**config.mk**
```make
export PLATFORM = sky130hd
export DESIGN_NAME = axi_lite_reg_slave_flat
export DESIGN_NICKNAME = d
export VERILOG_FILES = /design/src/rtl/axi_lite_reg_slave_if.sv /design/src/rtl/axi_lite_reg_slave.sv /design/src/flat_wrapper.sv
export SDC_FILE = /design/constraint.sdc
export NUM_CORES = 1
export LEC_CHECK = 0
export CAP_MARGIN = 5
export CORE_MARGIN = 1.5
export CORE_UTILIZATION = 57
export DETAILED_ROUTE_END_ITERATION = 7
export MAX_ROUTING_LAYER = met4
export PLACE_DENSITY_LB_ADDON = 0.12
export SYNTH_ARGS = -nofsm -noshare
export SYNTH_HDL_FRONTEND = slang
export SYNTH_SLANG_ARGS = --single-unit
```
**constraint.sdc**
```tcl
create_clock -name clk -period 3.15 [get_ports clk]
set_input_delay 0.7875 -clock clk [delete_from_list [all_inputs] [get_ports clk]]
set_output_delay 0.7875 -clock clk [all_outputs]
set_load 0.05 [all_outputs]
```
**src/rtl/axi_lite_reg_slave_if.sv**
```systemverilog
`default_nettype none
// ============================================================================
// Module      : axi_lite_reg_slave_if
// Description : AXI-Lite AW/W/B/AR/R channel bundle with master/slave views.
// Revision    : 1.0 - initial release
// ============================================================================
interface axi_lite_reg_slave_if #(
    parameter int ADDR_WD = 8,
    parameter int DATA_WD = 8,
    parameter int STRB_WD = DATA_WD / 8
);
    logic               awvalid;
    logic               awready;
    logic [ADDR_WD-1:0] awaddr;
    logic               wvalid;
    logic               wready;
    logic [DATA_WD-1:0] wdata;
    logic [STRB_WD-1:0] wstrb;
    logic               bvalid;
    logic               bready;
    logic [1:0]         bresp;
    logic               arvalid;
    logic               arready;
    logic [ADDR_WD-1:0] araddr;
    logic               rvalid;
    logic               rready;
    logic [DATA_WD-1:0] rdata;
    logic [1:0]         rresp;

    modport master (
        output awvalid, awaddr, wvalid, wdata, wstrb, bready, arvalid, araddr, rready,
        input  awready, wready, bvalid, bresp, arready, rvalid, rdata, rresp
    );

    modport slave (
        input  awvalid, awaddr, wvalid, wdata, wstrb, bready, arvalid, araddr, rready,
        output awready, wready, bvalid, bresp, arready, rvalid, rdata, rresp
    );
endinterface
`default_nettype wire

```
**src/rtl/axi_lite_reg_slave.sv**
```systemverilog
`default_nettype none
// ============================================================================
// Module      : axi_lite_reg_slave
// Description : AXI-Lite slave backed by a NUM_REGS x DATA_WD register file.
// Revision    : 1.0 - initial release
// ============================================================================
module axi_lite_reg_slave #(
    parameter int DATA_WD  = 8,
    parameter int ADDR_WD  = 8,
    parameter int NUM_REGS = 16,
    parameter int STRB_WD  = DATA_WD / 8
) (
    input  logic                 clk,
    input  logic                 rst_n,
    axi_lite_reg_slave_if.slave  bus
);
    localparam int               IDX_WD      = (NUM_REGS > 1) ? $clog2(NUM_REGS) : 1;
    localparam logic [1:0]       RESP_OKAY   = 2'b00;
    localparam logic [1:0]       RESP_SLVERR = 2'b10;
    localparam logic [ADDR_WD:0] NUM_REGS_W  = (ADDR_WD + 1)'(NUM_REGS);

    logic [DATA_WD-1:0] regs_q [NUM_REGS];
    logic [DATA_WD-1:0] regs_d [NUM_REGS];
    logic               aw_held_q, aw_held_d;
    logic [ADDR_WD-1:0] awaddr_q,  awaddr_d;
    logic               w_held_q,  w_held_d;
    logic [DATA_WD-1:0] wdata_q,   wdata_d;
    logic [STRB_WD-1:0] wstrb_q,   wstrb_d;
    logic               bvalid_q,  bvalid_d;
    logic [1:0]         bresp_q,   bresp_d;
    logic               rvalid_q,  rvalid_d;
    logic [DATA_WD-1:0] rdata_q,   rdata_d;
    logic [1:0]         rresp_q,   rresp_d;

    logic               w_awready, w_wready, w_arready;
    logic               w_aw_hs, w_w_hs, w_ar_hs, w_commit;
    logic               w_wr_in_range, w_rd_in_range;
    logic [IDX_WD-1:0]  w_wr_idx, w_rd_idx;

    // Ready stalls while a B response is pending so only one write is ever outstanding
    assign w_awready = !aw_held_q && !bvalid_q;
    assign w_wready  = !w_held_q  && !bvalid_q;
    assign w_arready = !rvalid_q;

    assign w_aw_hs  = bus.awvalid && w_awready;
    assign w_w_hs   = bus.wvalid  && w_wready;
    assign w_ar_hs  = bus.arvalid && w_arready;
    assign w_commit = aw_held_q && w_held_q && !bvalid_q;

    assign w_wr_in_range = {1'b0, awaddr_q}   < NUM_REGS_W;
    assign w_rd_in_range = {1'b0, bus.araddr} < NUM_REGS_W;
    assign w_wr_idx      = awaddr_q[IDX_WD-1:0];
    assign w_rd_idx      = bus.araddr[IDX_WD-1:0];

    assign bus.awready = w_awready;
    assign bus.wready  = w_wready;
    assign bus.arready = w_arready;
    assign bus.bvalid  = bvalid_q;
    assign bus.bresp   = bresp_q;
    assign bus.rvalid  = rvalid_q;
    assign bus.rdata   = rdata_q;
    assign bus.rresp   = rresp_q;

    always_comb begin
        regs_d    = regs_q;
        aw_held_d = aw_held_q;
        awaddr_d  = awaddr_q;
        w_held_d  = w_held_q;
        wdata_d   = wdata_q;
        wstrb_d   = wstrb_q;
        bvalid_d  = bvalid_q;
        bresp_d   = bresp_q;

        if (w_aw_hs) begin
            aw_held_d = 1'b1;
            awaddr_d  = bus.awaddr;
        end
        if (w_w_hs) begin
            w_held_d = 1'b1;
            wdata_d  = bus.wdata;
            wstrb_d  = bus.wstrb;
        end
        if (bvalid_q && bus.bready) begin
            bvalid_d = 1'b0;
        end
        if (w_commit) begin
            aw_held_d = 1'b0;
            w_held_d  = 1'b0;
            bvalid_d  = 1'b1;
            if (w_wr_in_range) begin
                bresp_d = RESP_OKAY;
                for (int i = 0; i < STRB_WD; i++) begin
                    if (wstrb_q[i]) begin
                        regs_d[w_wr_idx][i*8 +: 8] = wdata_q[i*8 +: 8];
                    end
                end
            end else begin
                bresp_d = RESP_SLVERR;
            end
        end
    end

    // Reads sample regs_q, so a same-edge write commit is not visible yet
    always_comb begin
        rvalid_d = rvalid_q;
        rdata_d  = rdata_q;
        rresp_d  = rresp_q;
        if (rvalid_q && bus.rready) begin
            rvalid_d = 1'b0;
        end
        if (w_ar_hs) begin
            rvalid_d = 1'b1;
            if (w_rd_in_range) begin
                rdata_d = regs_q[w_rd_idx];
                rresp_d = RESP_OKAY;
            end else begin
                rdata_d = '0;
                rresp_d = RESP_SLVERR;
            end
        end
    end

    always_ff @(posedge clk or negedge rst_n) begin
        if (!rst_n) begin
            for (int i = 0; i < NUM_REGS; i++) begin
                regs_q[i] <= '0;
            end
            aw_held_q <= 1'b0;
            awaddr_q  <= '0;
            w_held_q  <= 1'b0;
            wdata_q   <= '0;
            wstrb_q   <= '0;
            bvalid_q  <= 1'b0;
            bresp_q   <= RESP_OKAY;
            rvalid_q  <= 1'b0;
            rdata_q   <= '0;
            rresp_q   <= RESP_OKAY;
        end else begin
            regs_q    <= regs_d;
            aw_held_q <= aw_held_d;
            awaddr_q  <= awaddr_d;
            w_held_q  <= w_held_d;
            wdata_q   <= wdata_d;
            wstrb_q   <= wstrb_d;
            bvalid_q  <= bvalid_d;
            bresp_q   <= bresp_d;
            rvalid_q  <= rvalid_d;
            rdata_q   <= rdata_d;
            rresp_q   <= rresp_d;
        end
    end
endmodule
`default_nettype wire

```
**src/flat_wrapper.sv**
```systemverilog
// flat-port wrapper written by rule: the top's interface ports become plain ports
module axi_lite_reg_slave_flat 
#(
    parameter int DATA_WD  = 8,
    parameter int ADDR_WD  = 8,
    parameter int NUM_REGS = 16,
    parameter int STRB_WD  = DATA_WD / 8
)
  (clk, rst_n, bus_awvalid, bus_awaddr, bus_wvalid, bus_wdata, bus_wstrb, bus_bready, bus_arvalid, bus_araddr, bus_rready, bus_awready, bus_wready, bus_bvalid, bus_bresp, bus_arready, bus_rvalid, bus_rdata, bus_rresp);
  axi_lite_reg_slave_if #(.ADDR_WD(ADDR_WD), .DATA_WD(DATA_WD), .STRB_WD(STRB_WD)) bus_i ();
  input  logic clk;
  input  logic rst_n;
  input wire logic [$bits(bus_i.awvalid)-1:0] bus_awvalid;
  input wire logic [$bits(bus_i.awaddr)-1:0] bus_awaddr;
  input wire logic [$bits(bus_i.wvalid)-1:0] bus_wvalid;
  input wire logic [$bits(bus_i.wdata)-1:0] bus_wdata;
  input wire logic [$bits(bus_i.wstrb)-1:0] bus_wstrb;
  input wire logic [$bits(bus_i.bready)-1:0] bus_bready;
  input wire logic [$bits(bus_i.arvalid)-1:0] bus_arvalid;
  input wire logic [$bits(bus_i.araddr)-1:0] bus_araddr;
  input wire logic [$bits(bus_i.rready)-1:0] bus_rready;
  output wire logic [$bits(bus_i.awready)-1:0] bus_awready;
  output wire logic [$bits(bus_i.wready)-1:0] bus_wready;
  output wire logic [$bits(bus_i.bvalid)-1:0] bus_bvalid;
  output wire logic [$bits(bus_i.bresp)-1:0] bus_bresp;
  output wire logic [$bits(bus_i.arready)-1:0] bus_arready;
  output wire logic [$bits(bus_i.rvalid)-1:0] bus_rvalid;
  output wire logic [$bits(bus_i.rdata)-1:0] bus_rdata;
  output wire logic [$bits(bus_i.rresp)-1:0] bus_rresp;
  assign bus_i.awvalid = bus_awvalid;
  assign bus_i.awaddr = bus_awaddr;
  assign bus_i.wvalid = bus_wvalid;
  assign bus_i.wdata = bus_wdata;
  assign bus_i.wstrb = bus_wstrb;
  assign bus_i.bready = bus_bready;
  assign bus_i.arvalid = bus_arvalid;
  assign bus_i.araddr = bus_araddr;
  assign bus_i.rready = bus_rready;
  assign bus_awready = bus_i.awready;
  assign bus_wready = bus_i.wready;
  assign bus_bvalid = bus_i.bvalid;
  assign bus_bresp = bus_i.bresp;
  assign bus_arready = bus_i.arready;
  assign bus_rvalid = bus_i.rvalid;
  assign bus_rdata = bus_i.rdata;
  assign bus_rresp = bus_i.rresp;
  axi_lite_reg_slave #(.DATA_WD(DATA_WD), .ADDR_WD(ADDR_WD), .NUM_REGS(NUM_REGS), .STRB_WD(STRB_WD)) u_core (.clk(clk), .rst_n(rst_n), .bus(bus_i));
endmodule
```
== Word level (Yosys, flattened, before mapping) ==
Cells that the tools add are included.

* Magnitude comparators: 5
* Mux-type cells: 17
* Bitwise logic cells: 2
* Reductions and logical operators: 19

{| class="wikitable"
|+ Operators by type and width
! kind !! count
|-
| $bwmux W128 || 1
|-
| $bmux W8 S4 || 1
|-
| $demux W8 S4 || 1
|-
| $mux W8 || 4
|-
| $lt A8 B5 Y1 const B || 2
|-
| $ge A5 B5 Y1 const B || 2
|-
| $logic_and A1 B1 Y1 || 10
|-
| $not A4 Y5 || 2
|-
| $mux W1 || 8
|-
| $reduce_bool A2 Y1 || 4
|-
| $lt A5 B1 Y1 const B || 1
|-
| $logic_not A1 Y1 || 4
|-
| $mux W2 || 2
|-
| $reduce_and A3 Y1 || 1
|}

* Flip-flop bits (word level): 161
* Input bits: 32
* Output and inout bits: 17
* Word-level logic and storage cells: 69

== Longest topological paths before layout ==
Gate-level depths: netlist (run 1).

* Depth in word-level cells: 6
* Mapped depth: 6
* Depth with buffers taken out: 4

== Least setup slack after synthesis (run 1) ==
No wires, ideal clock.

* Path type: register -> register
* From: register u_core.bvalid_q, in the netlist u_core.bus.bvalid
* To: register u_core.wdata_q[0]
* Setup time: 0.125 ns
* Arrival time: 2.273 ns
* Data required time: 3.025 ns
* Path slack: 0.752 ns
* Cell stages (with the launch flop): 5
* Buffers on the path: 1
* Clock period less this slack: 2.398 ns
* Cell sequence: dfrtp_1 -> nor2_1 -> and2_1 -> clkbuf_1 -> mux2_2

* Word-level cells in the longest chain between the ends: 3

{| class="wikitable"
|+ Ends and longest elaborated chain
! item !! line !! source
|-
| from (decl) || axi_lite_reg_slave.sv:29 || <nowiki>logic bvalid_q, bvalid_d;</nowiki>
|-
| from (signal assigned) || axi_lite_reg_slave.sv:145 || <nowiki>bvalid_q <= bvalid_d;</nowiki>
|-
| $logic_not A1 Y1 || axi_lite_reg_slave.sv:42 || <nowiki>assign w_wready = !w_held_q && !bvalid_q;</nowiki>
|-
| $logic_and A1 B1 Y1 || axi_lite_reg_slave.sv:42 ||
|-
| via bus_wready || flat_wrapper.sv:23 || <nowiki>output wire logic [$bits(bus_i.wready)-1:0] bus_wready;</nowiki>
|-
| $logic_and A1 B1 Y1 || axi_lite_reg_slave.sv:46 || <nowiki>assign w_w_hs = bus.wvalid && w_wready;</nowiki>
|-
| to (signal assigned) || axi_lite_reg_slave.sv:143 || <nowiki>wdata_q <= wdata_d;</nowiki>
|-
| to (decl) || axi_lite_reg_slave.sv:27 || <nowiki>logic [DATA_WD-1:0] wdata_q, wdata_d;</nowiki>
|}

The timed path passes the listed nets, and every way through them passes these cells.
A chain may end at the register's enable or synchronous reset.

== Worst setup path after layout (run 1) ==
* From: register u_core.bvalid_q, in the netlist u_core.bus.bvalid
* To: output bus_wready

* Word-level cells in the longest chain between the ends: 2

{| class="wikitable"
|+ Ends and longest elaborated chain
! item !! line
|-
| $logic_not A1 Y1 || axi_lite_reg_slave.sv:42
|-
| $logic_and A1 B1 Y1 || axi_lite_reg_slave.sv:42
|-
| to (decl) || flat_wrapper.sv:23
|}

Every way passes these cells.

==> flow_summary.ini, run 1 <==
[run_status]
status = completed

[timing]
rsz0062_at_grt = no
fin_crit_sh = 0.839
final.setup_skew_ns = 0.00934
final-setup-viol-count = 0
min_period_ns = 2.64
tns_ns = 0
worstMarginPinSlew_ns = 0.753
clock.fmax_ghz = 0.378
maxSlewHeadroom = 0.494
slew_violations = 0
timing.final.hold_violations = 0
holdWs_ns = 0.227

[synthesis]
async_reset_ff_frac = 1.00
synth.distinct_cells = 38
ys_ff_latch = 159
synth_most_common_cell = dfrtp_1
ys_top_cells_by_count = 159 x dfrtp_1, 146 x mux2_2, 32 x mux2i_1
netlist_area_um2 = 7160
avgSynthCellArea_um2 = 14.9
synth_top_area_share = 0.556
synth_warnings = 0
yosys.area.top_type = dfrtp_1
syn-instance-count = 482
synth_area_leaders = dfrtp_1 56%, mux2_2 23%, mux4_2 5.0%
synth-edff-count = 0
synthFlopType = dfrtp_1
yosysSeqAreaShare = 0.556

[critical_path]
arrival_ns = 1.86
critPathKind = register to output pin
critPathBufInv = 1
regToRegStartpoint = u_core.awaddr_q[4]
critPathCaptureType = output pin
cp_cell_sequence = nor2_1, clkdlybuf4s50_1
crit_slowest_cell = clkdlybuf4s50_1
crit_fanout = 8
startpoint_type = register
cp.required_ns = 2.36
r2r_slack_ns = 0.84
cp_top_family = buffers and inverters
r2r.worst_path.cells = 4
max_stage_delay_ns = 0.83
r2r-end = u_core.regs_q[52]

[placement]
numPortBuffers = 46
gp_congestion = 0.788
dp_hpwl_um = 10000

[final_layout]
layout.nets = 564
diodes = 0
area_delta_synth_final_pct = 17.4
fin_util = 0.694
drive_gt1_frac = 0.409

[power]
total_power_uw = 5880
p_leak_uw = 0.00399
max-vdd-ir-drop_mv = 0.525
pwr_density_cell_nw_per_um2 = 699

[route]
drt-pass1-iter-count = 4
ant_nets = 0
viasPerCell = 5.97
drc = 0
vias = 4244
wirelength_um = 14800
drt_iter0_markers = 230
drt-wirelength-per-cell_um = 20.8

[floorplan]
start_util = 0.591
row_count = 40
die_h_um = 115
io_pins = 49
die_w_um = 115
fp.coreArea_um2 = 12100
die-area_um2 = 13200

[global_routing]
track_usage = 0.264
overflow = 0
antenna_found_initial = 0
grt_max_degree = 65
grt_pass1_vias = 4564
grt_pass1_wl_um = 24800

[cts]
clockBufferDepth = 2
cts_sinks = 159
clock_latency_ns = 0.43
postCtsSetupBuffers = 0
cts_tree = yes
clk_pin_slew_ns = 0.06
postCtsHoldBufs = 0
ctsResizeCount = 0
numCtsBuffers = 17
h-tree-depth = 4
cts_root_buffer = clkbuf_16

[flow_run]
drv_cap = 0

[min_path]
hold_class = input port to async pin
==> report_power, final <==
part / leakage (µW) / internal [µW] / switching [µW]
Sequential: 0.00216 / 2370 / 495
Combinational: 0.00153 / 513 / 444
Clock: 0.000293 / 1290 / 763
==> per-stage QoR <==
stage | area, µm² | setup slack (ns) | std cells
CTS | 8400 | 0.494 | 711
detailed placement | 7820 | 0.499 | 681
finish | 8400 | 0.506 | 711
global route | 8400 | 0.436 | 711
global placement | 7820 | 0.484 | 681
floorplan | 7160 | 0.752 | 483
==> per-layer routing <==
metal | vias to the layer above | global-route usage | part of all wire
li1 | 1887 | - | -
met5 | - | - | 0
met2 | 93 | 0.423 | 0.51
met1 | 2245 | 0.338 | 0.43
met3 | 19 | 0.0538 | 0.046
met4 | 0 | 0.0930 | 0.017
==> state kept, by name, indices dropped and copies added, names as in the netlist <==
name               count
u_core.wdata_q         8
u_core.bus.bvalid      1
u_core.bus.rresp       1
u_core.regs_q        128
u_core.awaddr_q        8
u_core.bus.bresp       1
u_core.bus.rdata       8
u_core.wstrb_q         1
u_core.bus.rvalid      1
u_core.aw_held_q       1
u_core.w_held_q        1
==> worst max-delay path by stage <==
stage                            startpoint  slack (ns)  cells after the start                  end
final                     u_core.bus.bvalid        0.51                      2           bus_wready
after global routing      u_core.bus.bvalid        0.44                      2           bus_wready
after CTS                 u_core.bus.bvalid        0.49                      2           bus_wready
after detailed placement      bus_araddr[0]        0.50                      5  u_core.bus.rdata[6]
after global placement        bus_araddr[0]        0.48                      5  u_core.bus.rdata[6]
after floorplan           u_core.bus.bvalid        0.75                      4    u_core.wdata_q[0]
==> placed cells by master (no fill, tap or decap), types with 7 or more instances in the layout <==
master	n
dfrtp_1	159
mux2_2	146
clkdlybuf4s50_1	44
mux2i_1	32
a22oi_1	24
nand3_1	17
clkbuf_16	17
mux4_2	16
nand2_1	12
buf_4	10
nor2_2	7
==> layout make-up <==
cell class | instances | area [µm²]
Sequential cell | 159 | 3980
Fill cell | 868 | 3710
Multi-Input combinational cell | 294 | 3050
Timing Repair Buffer | 58 | 572
Clock buffer | 23 | 478
Tap cell | 168 | 210
Clock inverter | 7 | 110
Inverter | 2 | 7.51
==> cell families (layout without fill, tap and decap cells) <==
kind of cell	count (synthesis)	in the layout	synth area share
AND/OR/NAND/NOR	69	69	0.0708
multiplexers	194	194	0.325
buffers and inverters	30	90	0.0191
AO/OA/AOI/OAI	29	29	0.0290
other	1	2	0.000524
flip-flops	159	159	0.556
No activity file was read; power rests on OpenSTA's default activity.
==> inputs of run 2 (changes only) <==
clock period = 2.7 ns   (was 3.15 ns; I/O delays follow)
==> flow_summary.ini, run 2 (synthesis gave the netlist of run 1 again) <==
[global_routing]
grt_pass1_wl_um = 24700
grt_max_degree = 60
track_usage = 0.263
antenna_found_initial = 0
grt_pass1_vias = 4595
overflow = 0

[final_layout]
largest_reg_flops = 128
layout_common_cells = 159 x dfrtp_1, 146 x mux2_2, 44 x clkdlybuf4s50_1
regMostFlops = u_core.regs_q
diodes = 0
area_delta_synth_final_pct = 18.8
drive_gt1_frac = 0.419
fin_cells = 715
final_common_cell = dfrtp_1
layout.nets = 567

[cts]
cts_root_buffer = clkbuf_16
numCtsBuffers = 17
cts_sinks = 159
postCtsSetupBuffers = 0
clock_latency_ns = 0.43
cts_tree = yes
clk_pin_slew_ns = 0.06
h-tree-depth = 4
postCtsHoldBufs = 0
clockBufferDepth = 2
ctsResizeCount = 0

[timing]
slew_violations = 0
rsz0062_at_grt = no
fin_crit_sh = 0.928
timing.final.hold_violations = 0
final-setup-viol-count = 0
final.setup_skew_ns = 0.00604
worstMarginPinSlew_ns = 0.625
clock.fmax_ghz = 0.399
min_period_ns = 2.51
setup_ws_ns = 0.195
tns_ns = 0
maxSlewHeadroom = 0.582
holdWs_ns = 0.178

[route]
wirelength_um = 15000
drt_iter0_markers = 189
viasPerCell = 5.97
ant_nets = 0
drc = 0
drt-pass1-iter-count = 4
vias = 4268
drt-wirelength-per-cell_um = 21.0

[floorplan]
fp.coreArea_um2 = 12100
start_util = 0.591
io_pins = 49
die-area_um2 = 13200
die_h_um = 115
row_count = 40
die_w_um = 115

[power]
seq_power_share = 0.475
total_power_uw = 7080
p_comb_frac = 0.159
net-switching-power_uw = 2040
p_sw_frac = 0.288
max-vdd-ir-drop_mv = 0.665
p_leak_uw = 0.00404
pwr_density_cell_nw_per_um2 = 832
p_int_uw = 5040
clockPowerShare = 0.367

[critical_path]
regToRegStartpoint = u_core.awaddr_q[4]
cp_cell_sequence = nor2_1, clkdlybuf4s50_1
cp_top_family = buffers and inverters
cp.required_ns = 2.03
critPathLaunch = u_core.bus.bvalid
startpoint_type = register
critPathBufInv = 1
max_stage_delay_ns = 0.82
crit_fanout = 8
crit_slowest_cell = clkdlybuf4s50_1
critPathKind = register to output pin
arrival_ns = 1.83
critPathCaptureType = output pin

[placement]
gp_congestion = 0.846
place_ws_ns = 0.174
place_inst = 684
dp_hpwl_um = 9890
numPortBuffers = 46

[min_path]
hold_class = input port to async pin

[run_status]
status = completed

[flow_run]
drv_cap = 0
-- run 2: cell types whose count changed in the layout (fill, tap and decap cells not counted) --
cell / delta
buf_4: +1
clkbuf_1: -3
clkinvlp_4: +2
buf_12: +2
clkbuf_8: -1
clkinv_2: +1
bufinv_16: +2
-- run 2: path summary, 6_finish.rpt --
path	to	cells after the start	slack, ns
min in group clk	u_core.bus.rdata[5]	2	0.49
setup / recovery	bus_wready	2	0.19
setup reg to reg	u_core.regs_q[37]	4	0.40
hold reg to reg	u_core.bus.rdata[5]	2	0.49
hold / removal	u_core.regs_q[123]	1	0.18
max in group asynchronous	u_core.bus.rvalid	2	1.85
-- run 2: through the flow --
| step | cell area [µm²] | utilization |
|---|---|---|
| 5_1_grt | 8510 | 0.702 |
| 3_3_place_gp | 7860 | 0.649 |
| 4_1_cts | 8510 | 0.702 |
| 3_5_place_dp | 7860 | 0.649 |
| 6_report | 8510 | 0.702 |
| 2_1_floorplan | 7160 | - |
-- run 2: layout make-up --
class | count | area, µm²
Clock buffer | 19 | 453
Clock inverter | 12 | 190
Fill cell | 844 | 3610
Inverter | 2 | 7.51
Multi-Input combinational cell | 294 | 3050
Sequential cell | 159 | 3980
Tap cell | 168 | 210
Timing Repair Buffer | 61 | 619
-- run 2: layer usage --
metal  up-vias  track usage  share of wire
met1      2250        0.340           0.43
li1       1888            -              -
met4         0       0.0889          0.017
met5         -            -              0
met3        20       0.0638          0.058
met2       110        0.411           0.50
-- run 2: power by group through the flow --
| stage | logic (µW) | registers (µW) | clock network, µW |
|---|---|---|---|
| finish | 1120 | 3360 | 2600 |
| global route | 1220 | 3430 | 2750 |
| CTS | 1140 | 3350 | 2630 |
| detailed placement | 1130 | 3390 | 0 |
| global placement | 1110 | 3350 | 0 |
| floorplan | 936 | 3110 | 0 |
==> inputs of run 3 (changes only) <==
CORE_MARGIN = unset   (was 1.5)
==> flow_summary.ini, run 3 (synthesis gave the netlist of run 1 again) <==
[global_routing]
antenna_found_initial = 0
overflow = 0
grt_pass1_vias = 4579
track_usage = 0.266
grt_pass1_wl_um = 24600
grt_max_degree = 55

[final_layout]
drive_gt1_frac = 0.407
diodes = 0
largest_reg_flops = 128
stdcell_area_um2 = 8450
regMostFlops = u_core.regs_q
final_common_cell = dfrtp_1
layout_common_cells = 159 x dfrtp_1, 146 x mux2_2, 44 x clkdlybuf4s50_1
layout.nets = 564
area_delta_synth_final_pct = 18.1
fillers = 870
fin_cells = 713

[timing]
fin_crit_sh = 0.932
final.setup_skew_ns = 0.00620
worstMarginPinSlew_ns = 0.622
clock.fmax_ghz = 0.397
timing.final.hold_violations = 0
setup_ws_ns = 0.183
maxSlewHeadroom = 0.584
slew_violations = 0
final-setup-viol-count = 0
min_period_ns = 2.52
tns_ns = 0
rsz0062_at_grt = no

[floorplan]
die_h_um = 114
fp.coreArea_um2 = 12100
die-area_um2 = 13000
die_w_um = 114
start_util = 0.591
io_pins = 49
row_count = 40

[cts]
clock_latency_ns = 0.43
postCtsSetupBuffers = 0
cts_root_buffer = clkbuf_16
h-tree-depth = 4
cts_sinks = 159
postCtsHoldBufs = 0
clk_pin_slew_ns = 0.06
ctsResizeCount = 0
numCtsBuffers = 17
cts_tree = yes
clockBufferDepth = 2

[placement]
place_ws_ns = 0.236
gp_congestion = 0.784
numPortBuffers = 46
dpl_cell_area_um2 = 7840
place_inst = 681
dp_hpwl_um = 10100

[run_status]
status = completed

[critical_path]
startpoint_type = register
cp.required_ns = 2.03
arrival_ns = 1.84
critPathKind = register to output pin
critPathCaptureType = output pin
crit_fanout = 8

[route]
drt-pass1-iter-count = 4
vias = 4232
viasPerCell = 5.94
drc = 0
wirelength_um = 15100
ant_nets = 0
drt_iter0_markers = 187
drt-wirelength-per-cell_um = 21.2

[power]
pwr_density_cell_nw_per_um2 = 824
max-vdd-ir-drop_mv = 1.13
p_leak_uw = 0.00401

[min_path]
hold_class = input port to async pin

[flow_run]
drv_cap = 0
-- run 3: cell type report --
class,instances,area (µm²),share of cell area
multi-input cells,294,3050,0.360
inverters,2,7.51,0.000888
well taps,168,210,0.0249
clock inverters,5,100,0.0118
clock buffers,27,513,0.0607
repair buffers,58,597,0.0706
flip-flops and latches,159,3980,0.471
-- run 3: critical path, stage by stage, from the launching register on --
cell	delay [ns]
dfrtp_1	0.45
nor2_1	0.15
clkdlybuf4s50_1	0.82
-- run 3: per-layer routing --
| layer | GRT usage | share of wire | wire (µm) | up-vias |
|---|---|---|---|---|
| met5 | - | 0 | 0 | - |
| met4 | 0.106 | 0.022 | 326 | 0 |
| met3 | 0.0508 | 0.046 | 698 | 27 |
| met2 | 0.431 | 0.50 | 7580 | 122 |
| met1 | 0.332 | 0.43 | 6480 | 2203 |
| li1 | - | - | - | 1880 |
-- run 3: through the flow --
stage          hold WS [ns]  power [µW]   util
3_5_place_dp          0.478        4530  0.647
3_3_place_gp          0.477        4460  0.647
6_report              0.219        6960  0.698
4_1_cts               0.224        7000  0.698
2_1_floorplan         0.379        4050      -
5_1_grt               0.248        7250  0.698
-- run 3: where the power goes --
| group | internal (µW) | switching, µW | total, µW | leakage [µW] |
|---|---|---|---|---|
| clock network | 1580 | 905 | 2480 | 0.000302 |
| logic | 608 | 526 | 1130 | 0.00154 |
| registers | 2760 | 587 | 3350 | 0.00216 |
| total | 4950 | 2020 | 6960 | 0.00401 |
-- run 3: worst paths after layout --
check,slack (ns),startpoint,depth (start not counted),end
setup / recovery,0.18,u_core.bus.bvalid,2,bus_wready
hold / removal,0.22,rst_n,1,u_core.regs_q[37]
setup reg to reg,0.41,u_core.awaddr_q[4],4,u_core.regs_q[48]
hold reg to reg,0.49,u_core.bus.bresp[1],2,u_core.bus.bresp[1]
max in group asynchronous,1.74,rst_n,2,u_core.regs_q[85]
min in group clk,0.49,u_core.bus.bresp[1],2,u_core.bus.bresp[1]
